**src/rtl/timer_mode_controller_pkg.sv**
```systemverilog
// Shared definitions for the countdown timer: sequencer state encoding and
// the output-mux view select values reused by the mux and programming datapath.
package timer_mode_controller_pkg;

    typedef enum logic [2:0] {
        ST_STOPPED = 3'd0,
        ST_RUNNING = 3'd1,
        ST_HOLD    = 3'd2,
        ST_PROGRAM = 3'd3,
        ST_EXPIRED = 3'd4
    } timer_state_e;

    localparam logic COUNT_VIEW = 1'b0;
    localparam logic PROG_VIEW  = 1'b1;

    // Where a HOLD was entered from; a short press returns to the opposite.
    localparam logic ORIGIN_STOPPED = 1'b0;
    localparam logic ORIGIN_RUNNING = 1'b1;

endpackage

```
**src/rtl/timer_mode_controller_tick_hold_counter.sv**
```systemverilog
// Resettable saturating tick counter. o_last flags that the next counted tick
// reaches LIMIT, so the owner can act on exactly that tick. LIMIT=0 disables it.
module tick_hold_counter
    import timer_mode_controller_pkg::*;
#(
    parameter int TICK_W = 8,
    parameter int LIMIT  = 6
) (
    input  logic clk,
    input  logic rst_n,
    input  logic i_clr,
    input  logic i_inc,
    output logic o_last
);

    localparam logic [TICK_W-1:0] TERM = (LIMIT > 0) ? TICK_W'(LIMIT - 1) : '0;

    logic [TICK_W-1:0] r_cnt;

    always_ff @(posedge clk or negedge rst_n) begin
        if (!rst_n) begin
            r_cnt <= '0;
        end else if (i_clr) begin
            r_cnt <= '0;
        end else if (i_inc && (r_cnt != '1)) begin
            r_cnt <= r_cnt + 1'b1;
        end
    end

    assign o_last = (LIMIT > 0) && (r_cnt >= TERM);

endmodule

```
**src/rtl/timer_mode_controller.sv**
```systemverilog
// Countdown timer sequencer: turns button edges, tick and datapath status into
// registered mode/running/alarm levels and one-cycle command strobes.
module timer_mode_controller
    import timer_mode_controller_pkg::*;
#(
    parameter int HOLD_TICKS = 6,
    parameter int IDLE_TICKS = 60,
    parameter int TICK_W     = 8
) (
    input  logic clk,
    input  logic rst_n,
    input  logic tick,
    input  logic bt1Rise,
    input  logic bt1Fall,
    input  logic bt2Rise,
    input  logic programmed,
    input  logic finished,
    output logic mode,
    output logic running,
    output logic cntReset,
    output logic cntLoad,
    output logic progToggle,
    output logic progIncrease,
    output logic alarm
);

    timer_state_e r_state, w_state_nxt;
    logic r_origin, w_origin_nxt;
    logic r_fall_pend, w_fall_pend_nxt;
    logic r_mode, r_running, r_alarm;
    logic r_cnt_reset, r_cnt_load, r_prog_toggle, r_prog_inc;
    logic w_cnt_reset_nxt, w_cnt_load_nxt, w_prog_toggle_nxt, w_prog_inc_nxt;
    logic w_hold_clr, w_hold_inc, w_hold_last;
    logic w_idle_clr, w_idle_inc, w_idle_last;
    logic w_prog_edge;

    // The release that ends a long press is not a user edge in PROGRAM.
    assign w_prog_edge = bt1Rise | bt2Rise | (bt1Fall & ~r_fall_pend);
    assign w_hold_clr  = (r_state != ST_HOLD);
    assign w_idle_clr  = (r_state != ST_PROGRAM) | w_prog_edge;

    tick_hold_counter #(
        .TICK_W (TICK_W),
        .LIMIT  (HOLD_TICKS)
    ) u_hold_cnt (
        .clk    (clk),
        .rst_n  (rst_n),
        .i_clr  (w_hold_clr),
        .i_inc  (w_hold_inc),
        .o_last (w_hold_last)
    );

    tick_hold_counter #(
        .TICK_W (TICK_W),
        .LIMIT  (IDLE_TICKS)
    ) u_idle_cnt (
        .clk    (clk),
        .rst_n  (rst_n),
        .i_clr  (w_idle_clr),
        .i_inc  (w_idle_inc),
        .o_last (w_idle_last)
    );

    always_comb begin
        w_state_nxt       = r_state;
        w_origin_nxt      = r_origin;
        w_fall_pend_nxt   = r_fall_pend & ~bt1Fall;
        w_cnt_reset_nxt   = 1'b0;
        w_cnt_load_nxt    = 1'b0;
        w_prog_toggle_nxt = 1'b0;
        w_prog_inc_nxt    = 1'b0;
        w_hold_inc        = 1'b0;
        w_idle_inc        = 1'b0;

        unique case (r_state)
            ST_STOPPED, ST_RUNNING: begin
                if ((r_state == ST_RUNNING) && finished) begin
                    w_state_nxt = ST_EXPIRED;
                end else if (bt2Rise) begin
                    w_cnt_reset_nxt = 1'b1;
                    w_state_nxt     = ST_STOPPED;
                end else if (bt1Rise) begin
                    w_state_nxt  = ST_HOLD;
                    w_origin_nxt = (r_state == ST_RUNNING) ? ORIGIN_RUNNING : ORIGIN_STOPPED;
                end
            end
            ST_HOLD: begin
                if ((r_origin == ORIGIN_RUNNING) && finished) begin
                    w_state_nxt = ST_EXPIRED;
                end else if (bt2Rise) begin
                    w_cnt_reset_nxt = 1'b1;
                    w_state_nxt     = ST_STOPPED;
                end else if (bt1Fall) begin
                    w_state_nxt = (r_origin == ORIGIN_RUNNING) ? ST_STOPPED : ST_RUNNING;
                end else if (tick) begin
                    w_hold_inc = 1'b1;
                    if (w_hold_last) begin
                        w_state_nxt     = ST_PROGRAM;
                        w_fall_pend_nxt = 1'b1;
                    end
                end
            end
            ST_PROGRAM: begin
                if (programmed) begin
                    w_cnt_load_nxt = 1'b1;
                    w_state_nxt    = ST_STOPPED;
                end else if (bt1Rise) begin
                    w_prog_toggle_nxt = 1'b1;
                end else if (bt2Rise) begin
                    w_prog_inc_nxt = 1'b1;
                end else if (!w_prog_edge && tick) begin
                    w_idle_inc = 1'b1;
                    if (w_idle_last) begin
                        w_state_nxt = ST_STOPPED;
                    end
                end
            end
            ST_EXPIRED: begin
                if (bt1Rise || bt2Rise) begin
                    w_cnt_reset_nxt = 1'b1;
                    w_state_nxt     = ST_STOPPED;
                end
            end
            default: begin
                w_state_nxt = ST_STOPPED;
            end
        endcase
    end

    // Level outputs are decoded from the next state so they move with r_state.
    always_ff @(posedge clk or negedge rst_n) begin
        if (!rst_n) begin
            r_state       <= ST_STOPPED;
            r_origin      <= ORIGIN_STOPPED;
            r_fall_pend   <= 1'b0;
            r_mode        <= COUNT_VIEW;
            r_running     <= 1'b0;
            r_alarm       <= 1'b0;
            r_cnt_reset   <= 1'b0;
            r_cnt_load    <= 1'b0;
            r_prog_toggle <= 1'b0;
            r_prog_inc    <= 1'b0;
        end else begin
            r_state       <= w_state_nxt;
            r_origin      <= w_origin_nxt;
            r_fall_pend   <= w_fall_pend_nxt;
            r_mode        <= (w_state_nxt == ST_PROGRAM) ? PROG_VIEW : COUNT_VIEW;
            r_running     <= (w_state_nxt == ST_RUNNING) ||
                             ((w_state_nxt == ST_HOLD) && (w_origin_nxt == ORIGIN_RUNNING));
            r_alarm       <= (w_state_nxt == ST_EXPIRED);
            r_cnt_reset   <= w_cnt_reset_nxt;
            r_cnt_load    <= w_cnt_load_nxt;
            r_prog_toggle <= w_prog_toggle_nxt;
            r_prog_inc    <= w_prog_inc_nxt;
        end
    end

    assign mode         = r_mode;
    assign running      = r_running;
    assign alarm        = r_alarm;
    assign cntReset     = r_cnt_reset;
    assign cntLoad      = r_cnt_load;
    assign progToggle   = r_prog_toggle;
    assign progIncrease = r_prog_inc;

endmodule

```
**config.mk**
```make
export PLATFORM = sky130hd
export DESIGN_NAME = timer_mode_controller
export DESIGN_NICKNAME = d
export VERILOG_FILES = /design/src/rtl/timer_mode_controller_pkg.sv /design/src/rtl/timer_mode_controller_tick_hold_counter.sv /design/src/rtl/timer_mode_controller.sv
export SDC_FILE = /design/constraint.sdc
export NUM_CORES = 1
export LEC_CHECK = 0
export BUFFER_PORTS_ARGS = -buffer_cell sky130_fd_sc_hd__buf_2
export CAP_MARGIN = 0
export CORE_UTILIZATION = 57
export CTS_CLUSTER_DIAMETER = 60
export DETAILED_ROUTE_END_ITERATION = 10
export PLACE_DENSITY = 0.76
export SLEW_MARGIN = 20
export SYNTH_ARGS = -nofsm -noshare
export SYNTH_HDL_FRONTEND = slang
export SYNTH_SLANG_ARGS = --single-unit
```
**constraint.sdc**
```tcl
create_clock -name clk -period 2 [get_ports clk]
set_input_delay 0.2 -clock clk [delete_from_list [all_inputs] [get_ports clk]]
set_output_delay 0.2 -clock clk [all_outputs]
set_load 0.05 [all_outputs]
```
==> results of run 1 <==
[worst max-delay path, stage by stage (launching register included)]
cell	delay, ps
sky130_fd_sc_hd__dfrtp_1	410
sky130_fd_sc_hd__inv_1	100
sky130_fd_sc_hd__ha_1	170
sky130_fd_sc_hd__or2b_2	310
sky130_fd_sc_hd__a211oi_2	210
sky130_fd_sc_hd__nand2_1	100
sky130_fd_sc_hd__a32oi_2	210
sky130_fd_sc_hd__mux2_4	320
[path summary, 6_finish.rpt]
path                            slack, ps                         endpoint                             from
min in group asynchronous             400            r_fall_pend$_DFF_PN0_                            rst_n
worst min register to register        530            r_fall_pend$_DFF_PN0_            r_fall_pend$_DFF_PN0_
max in group asynchronous            1160  u_hold_cnt.r_cnt[0]$_DFFE_PN0P_                            rst_n
worst min-delay path                   50           progIncrease$_DFF_PN0_                       programmed
worst max-delay path                   80                running$_DFF_PN0_  u_hold_cnt.r_cnt[1]$_DFFE_PN0P_
worst max register to register         80                running$_DFF_PN0_  u_hold_cnt.r_cnt[1]$_DFFE_PN0P_
[final cells by class]
cell class / instances / area [um^2] / area share, %
clock buffer: 3 / 22.5 / 1.30
multi-input combinational: 119 / 767 / 44.3
clock inverter: 1 / 30.0 / 1.73
sequential: 28 / 702 / 40.5
tap: 30 / 37.5 / 2.17
inverter: 5 / 18.8 / 1.08
timing repair buffer: 25 / 155 / 8.95
[cells in the mapped netlist (4+ instances only)]
cell                      count
sky130_fd_sc_hd__a21oi_1      4
sky130_fd_sc_hd__nand4_1      5
sky130_fd_sc_hd__nand3_1      6
sky130_fd_sc_hd__inv_1        5
sky130_fd_sc_hd__nand2_1     15
sky130_fd_sc_hd__xnor2_1      7
sky130_fd_sc_hd__nor2_1      22
sky130_fd_sc_hd__a31oi_1      5
sky130_fd_sc_hd__nor3_1       8
sky130_fd_sc_hd__and3_1       4
sky130_fd_sc_hd__ha_1         4
sky130_fd_sc_hd__dfrtp_1     28
[metal layers]
| metal | vias up | part of all wire (%) | wire length, um | GRT usage (%) |
|---|---|---|---|---|
| met5 | - | 0 | 0 | 0 |
| met4 | 0 | 0.48 | 15 | 6.58 |
| met3 | 2 | 2.5 | 77 | 3.16 |
| met2 | 15 | 51 | 1570 | 41.1 |
| met1 | 594 | 46 | 1440 | 31.3 |
| li1 | 607 | - | - | - |
[stage by stage]
step	cell area (um^2)	setup WS, ps	hold WS, ps	util, %
after floorplan	1490	130	-95.6	-
after global placement	1630	102	240	66.0
after detailed placement	1630	38.8	253	66.0
after CTS	1700	17.4	37.2	68.5
after global routing	1730	-11.1	41.0	69.9
final	1730	75.9	47.2	69.9
[power groups by stage]
stage / clock, mW / combinational (mW) / sequential [mW]
4_1_cts: 0.378 / 0.154 / 0.603
3_3_place_gp: 0 / 0.150 / 0.613
2_1_floorplan: 0 / 0.0754 / 0.635
5_1_grt: 0.395 / 0.172 / 0.607
6_report: 0.370 / 0.157 / 0.604
3_5_place_dp: 0 / 0.152 / 0.614
[cells by family after synthesis]
logic type | after synthesis | share of synthesized area [%]
simple gates | 80 | 28.4
compound gates | 23 | 11.2
mux | 3 | 2.35
flops | 28 | 47.0
xor+xnor | 9 | 5.29
fa+ha+maj | 4 | 3.36
buf+inv | 9 | 2.43
[what timing repair did]
action	4_1_cts	5_1_grt
setup buffers	0	3
hold buffers	1	0
resized for setup	0	3
endpoints found under the hold margin	28	0
setup endpoints to repair	0	3
==> flow_summary.ini, run 1 <==
[drt]
routed_via_density = 5.77
postRouteAntennaNets = 0
drt-wirelength-per-cell_um = 14.7
dr.first_iter.drc_count = 9
finalWirelength_um = 3100
drt_drc_violations_left = 0
via_count = 1218
count_of_tritonroute_iterations_in_the_first_routing_pass = 4

[clocking]
tritoncts_num_sinks = 28
cts_clock_pin_slew_for_the_worst_setup_and_hold_paths_ps = 160
clock_buffers_created_by_tritoncts = 3
htree_num_levels = 1
cts-root-to-sink-buffers = 2
root_buffer = sky130_fd_sc_hd__clkbuf_4
insertion_delay_ps = 330
cts_tree = yes

[sta]
max-slew-margin-rel_pct = 58.9
max_slew.worst_pin.slew_ps = 617
post-route-period-util_pct = 96.2
slew_viol_final = 0
finalClockSkew_ps = 10.4
highest_achievable_clock_rate_mhz = 520
setup_total_negative_slack_ps = 0
finalSetupViolations = 0
finalCriticalPeriod_ps = 1920
finalHoldViolCount = 0

[pwr]
cell_internal_pwr_mw = 0.842
power_mw = 1.13
leakage_nw = 0.789
irDropWorstVdd_mv = 0.433
p_sw_share_pct = 25.6
netSwitchingPower_mw = 0.289
power.density_nw_per_um2 = 653
share_clk_of_total_power_pct = 32.7
pwr-share-seq_pct = 53.4
pwr-share-comb_pct = 13.9

[job]
max-cap-violations = 0

[layout]
most-common-layout-cells = sky130_fd_sc_hd__dfrtp_1, sky130_fd_sc_hd__nor2_1, sky130_fd_sc_hd__nand2_1
finish.cell_count_without_fillers = 211
nNetsFinal = 194
flow.area_growth_from_synthesis_pct = 16.2
antenna_cells = 0
reg_top3 = u_hold_cnt.r_cnt (8), u_idle_cnt.r_cnt (8), r_state (3)
num-fill-cells = 191
layout_commonest_cell = sky130_fd_sc_hd__dfrtp_1
drive_gt1_share_pct = 20.4

[status]
run_status = completed

[setup_path]
critical_path_peak_fanout = 3
worst_setup_path_end_kind = flop
worst-endpoint-arrival_ps = 2160
number_of_cells_traversed_by_the_worst_register_to_register_path = 7
worstSetupPathType = reg2reg
crit_path_start_kind = flop
timing.critical_path.required_ps = 2230

[logic_synthesis]
synthTopCellsByArea = sky130_fd_sc_hd__dfrtp_1, sky130_fd_sc_hd__nor2_1, sky130_fd_sc_hd__xnor2_1
cell_type_with_the_highest_aggregate_area_in_the_netlist = sky130_fd_sc_hd__dfrtp_1
syn-instance-count = 156
ys_async_sr_fraction_pct = 100
yosys_warnings = 0
postSynthRegisterBits = 28
synth_enable_flop_cells = 0
ys.flop_type = sky130_fd_sc_hd__dfrtp_1
mappedNetlistNets = 168
synth_cell_types = 40
synth.top_cell.area_share_pct = 47.0
post_synth_instance_area_um2 = 1490
synth-seq-area-share_pct = 47.0
avgSynthCellArea_um2 = 9.56

[die]
die_h_um = 53.2
core_area_um2 = 2480
die-area_um2 = 2820
std_cell_rows = 18
start_util_pct = 60.2
boundaryPins = 15
die_w_um = 53.2

[global_routing]
grt_pass1_vias = 1143
grt_remaining_overflow = 0
antenna_found_initial = 0
grt_start_max_net_pins = 29
global_route_wire_length_before_repair_um = 4990
combined_global_route_utilization_of_all_metal_layers_pct = 23.9

[place]
placed_cells_incl_taps = 203
gp_congestion = 0.874
hpwlAfterDp_um = 2180
port_buffers = 14

[hold_path]
worst_hold_path_type = in2reg
min_delay_path_depth = 2
No activity file was read; power rests on OpenSTA's default activity.
==> run 2: changes to the inputs <==
--- a/config.mk
+++ b/config.mk
@@ -10,6 +10,7 @@
 export CORE_UTILIZATION = 57
 export CTS_CLUSTER_DIAMETER = 60
 export DETAILED_ROUTE_END_ITERATION = 10
+export HOLD_SLACK_MARGIN = 0.08
 export PLACE_DENSITY = 0.76
 export SLEW_MARGIN = 20
 export SYNTH_ARGS = -nofsm -noshare
==> run 2 against run 1 <==
Effect of this change:
- die area unchanged
- non-clock buffer count rose by 1
- global-route usage rose by 0.18 points
- final cell count up 0.47%
- clock power about the same
- sequential power barely moved
- critical path type unchanged
- highest routed layer unchanged
==> flow_summary.ini, run 2 (same netlist as run 1, synthesis figures left out) <==
[setup_path]
worst-endpoint-arrival_ps = 2200
critical-path-slowest-cell = sky130_fd_sc_hd__dlygate4sd3_1
critical-path-max-stage-delay_ps = 600
cp_cell_instances = buf_4, nor2b_2, buf_4, nand2_1, nor4b_1, dlygate4sd3_1
cpMostUsedCell = sky130_fd_sc_hd__buf_4
timing.critical_path.required_ps = 2280
worst_setup_path_end_kind = flop
crit_path_start_kind = flop
worstSetupPathType = reg2reg
critical_path_peak_fanout = 9

[drt]
dr.first_iter.drc_count = 12
drt-wirelength-per-cell_um = 14.7
via_count = 1242
postRouteAntennaNets = 0
finalWirelength_um = 3120
count_of_tritonroute_iterations_in_the_first_routing_pass = 4
routed_via_density = 5.86
drt_drc_violations_left = 0

[layout]
nNetsFinal = 195
antenna_cells = 0
drive_gt1_share_pct = 19.8
num-fill-cells = 192
most-common-layout-cells = sky130_fd_sc_hd__dfrtp_1, sky130_fd_sc_hd__nor2_1, sky130_fd_sc_hd__nand2_1
layout_commonest_cell = sky130_fd_sc_hd__dfrtp_1
reg_top3 = u_hold_cnt.r_cnt (8), u_idle_cnt.r_cnt (8), r_state (3)
flow.area_growth_from_synthesis_pct = 16.7
finish.cell_count_without_fillers = 212

[clocking]
insertion_delay_ps = 330
htree_num_levels = 1
cts-root-to-sink-buffers = 2
clock_buffers_created_by_tritoncts = 3
tritoncts_num_sinks = 28
cts_clock_pin_slew_for_the_worst_setup_and_hold_paths_ps = 160
cts_tree = yes
root_buffer = sky130_fd_sc_hd__clkbuf_4

[global_routing]
global_route_wire_length_before_repair_um = 5030
globalRoute.busiestLayer = met2
grt_remaining_overflow = 0
global_route.usage.met3_pct = 3.16
grt.met1_usage_pct = 31.3
met2_usage_pct = 41.8
combined_global_route_utilization_of_all_metal_layers_pct = 24.1
grt_start_max_net_pins = 29
grt_pass1_vias = 1161
antenna_found_initial = 0

[sta]
finalHoldWorstSlack_ps = 84.3
setup_total_negative_slack_ps = 0
max-slew-margin-rel_pct = 59.1
highest_achievable_clock_rate_mhz = 521
finalHoldViolCount = 0
finalSetupViolations = 0
finalCriticalPeriod_ps = 1920
max_slew.worst_pin.slew_ps = 613
post-route-period-util_pct = 96.0
slew_viol_final = 0
finalClockSkew_ps = 14.0

[job]
max-cap-violations = 0

[place]
port_buffers = 14
hpwlAfterDp_um = 2180
placed_cells_incl_taps = 203
gp_congestion = 0.874

[die]
die-area_um2 = 2820
die_h_um = 53.2
die_w_um = 53.2
start_util_pct = 60.2
std_cell_rows = 18
boundaryPins = 15
core_area_um2 = 2480

[pwr]
leakage_nw = 0.797
power_mw = 1.13
irDropWorstVdd_mv = 0.428
power.density_nw_per_um2 = 651

[status]
run_status = completed

[hold_path]
worst_hold_path_type = in2reg
run 2: worst max-delay path, delay by kind of cell, from the launching register on:
| family | cells | cell delay [ps] |
|---|---|---|
| DFF | 1 | 420 |
| and+or+nand+nor | 3 | 520 |
| buffers and inverters | 3 | 930 |
run 2: final timing paths:
check,startpoint,to,slack (ps),depth (start not counted)
min in group asynchronous,rst_n,r_fall_pend$_DFF_PN0_,390,2
worst max register to register,r_state[0]$_DFF_PN0_,progIncrease$_DFF_PN0_,80,6
max in group asynchronous,rst_n,u_hold_cnt.r_cnt[3]$_DFFE_PN0P_,1200,2
worst min register to register,r_fall_pend$_DFF_PN0_,r_fall_pend$_DFF_PN0_,530,2
worst max-delay path,r_state[0]$_DFF_PN0_,progIncrease$_DFF_PN0_,80,6
worst min-delay path,bt1Fall,r_fall_pend$_DFF_PN0_,80,2
run 2: routing by layer:
| metal | wire (um) | share of wire (%) | vias up |
|---|---|---|---|
| met5 | 0 | 0 | - |
| met3 | 82 | 2.6 | 2 |
| li1 | - | - | 610 |
| met1 | 1430 | 46 | 609 |
| met4 | 15 | 0.48 | 0 |
| met2 | 1580 | 51 | 21 |
run 2: what timing repair did:
action / CTS / global route
gates resized for setup: 0 / 3
hold buffers: 3 / 0
endpoints found under the hold margin: 29 / 0
buffers inserted: 0 / 2
endpoints found under the setup margin: 0 / 4
run 2: power breakdown:
part	switching (mW)	internal (mW)
Sequential	0.0197	0.585
Clock	0.166	0.203
Combinational	0.103	0.0564
run 2: final cells by class:
class                      instances  area, um^2  share of cell area, %
clock buffer                       3        22.5                   1.29
clock inverter                     1        30.0                   1.73
inverter                           5        18.8                   1.08
multi-input combinational        119         763                   43.9
sequential                        28         701                   40.3
tap                               30        37.5                   2.16
timing repair buffer              26         168                   9.63
run 2: through the flow:
stage               cell area (um^2)  utilization, %  worst slack [ps]
floorplan                       1490               -               130
global placement                1630            66.0               102
detailed placement              1630            66.0              38.8
CTS                             1720            69.3              17.4
global route                    1740            70.3             -34.3
finish                          1740            70.3              79.1
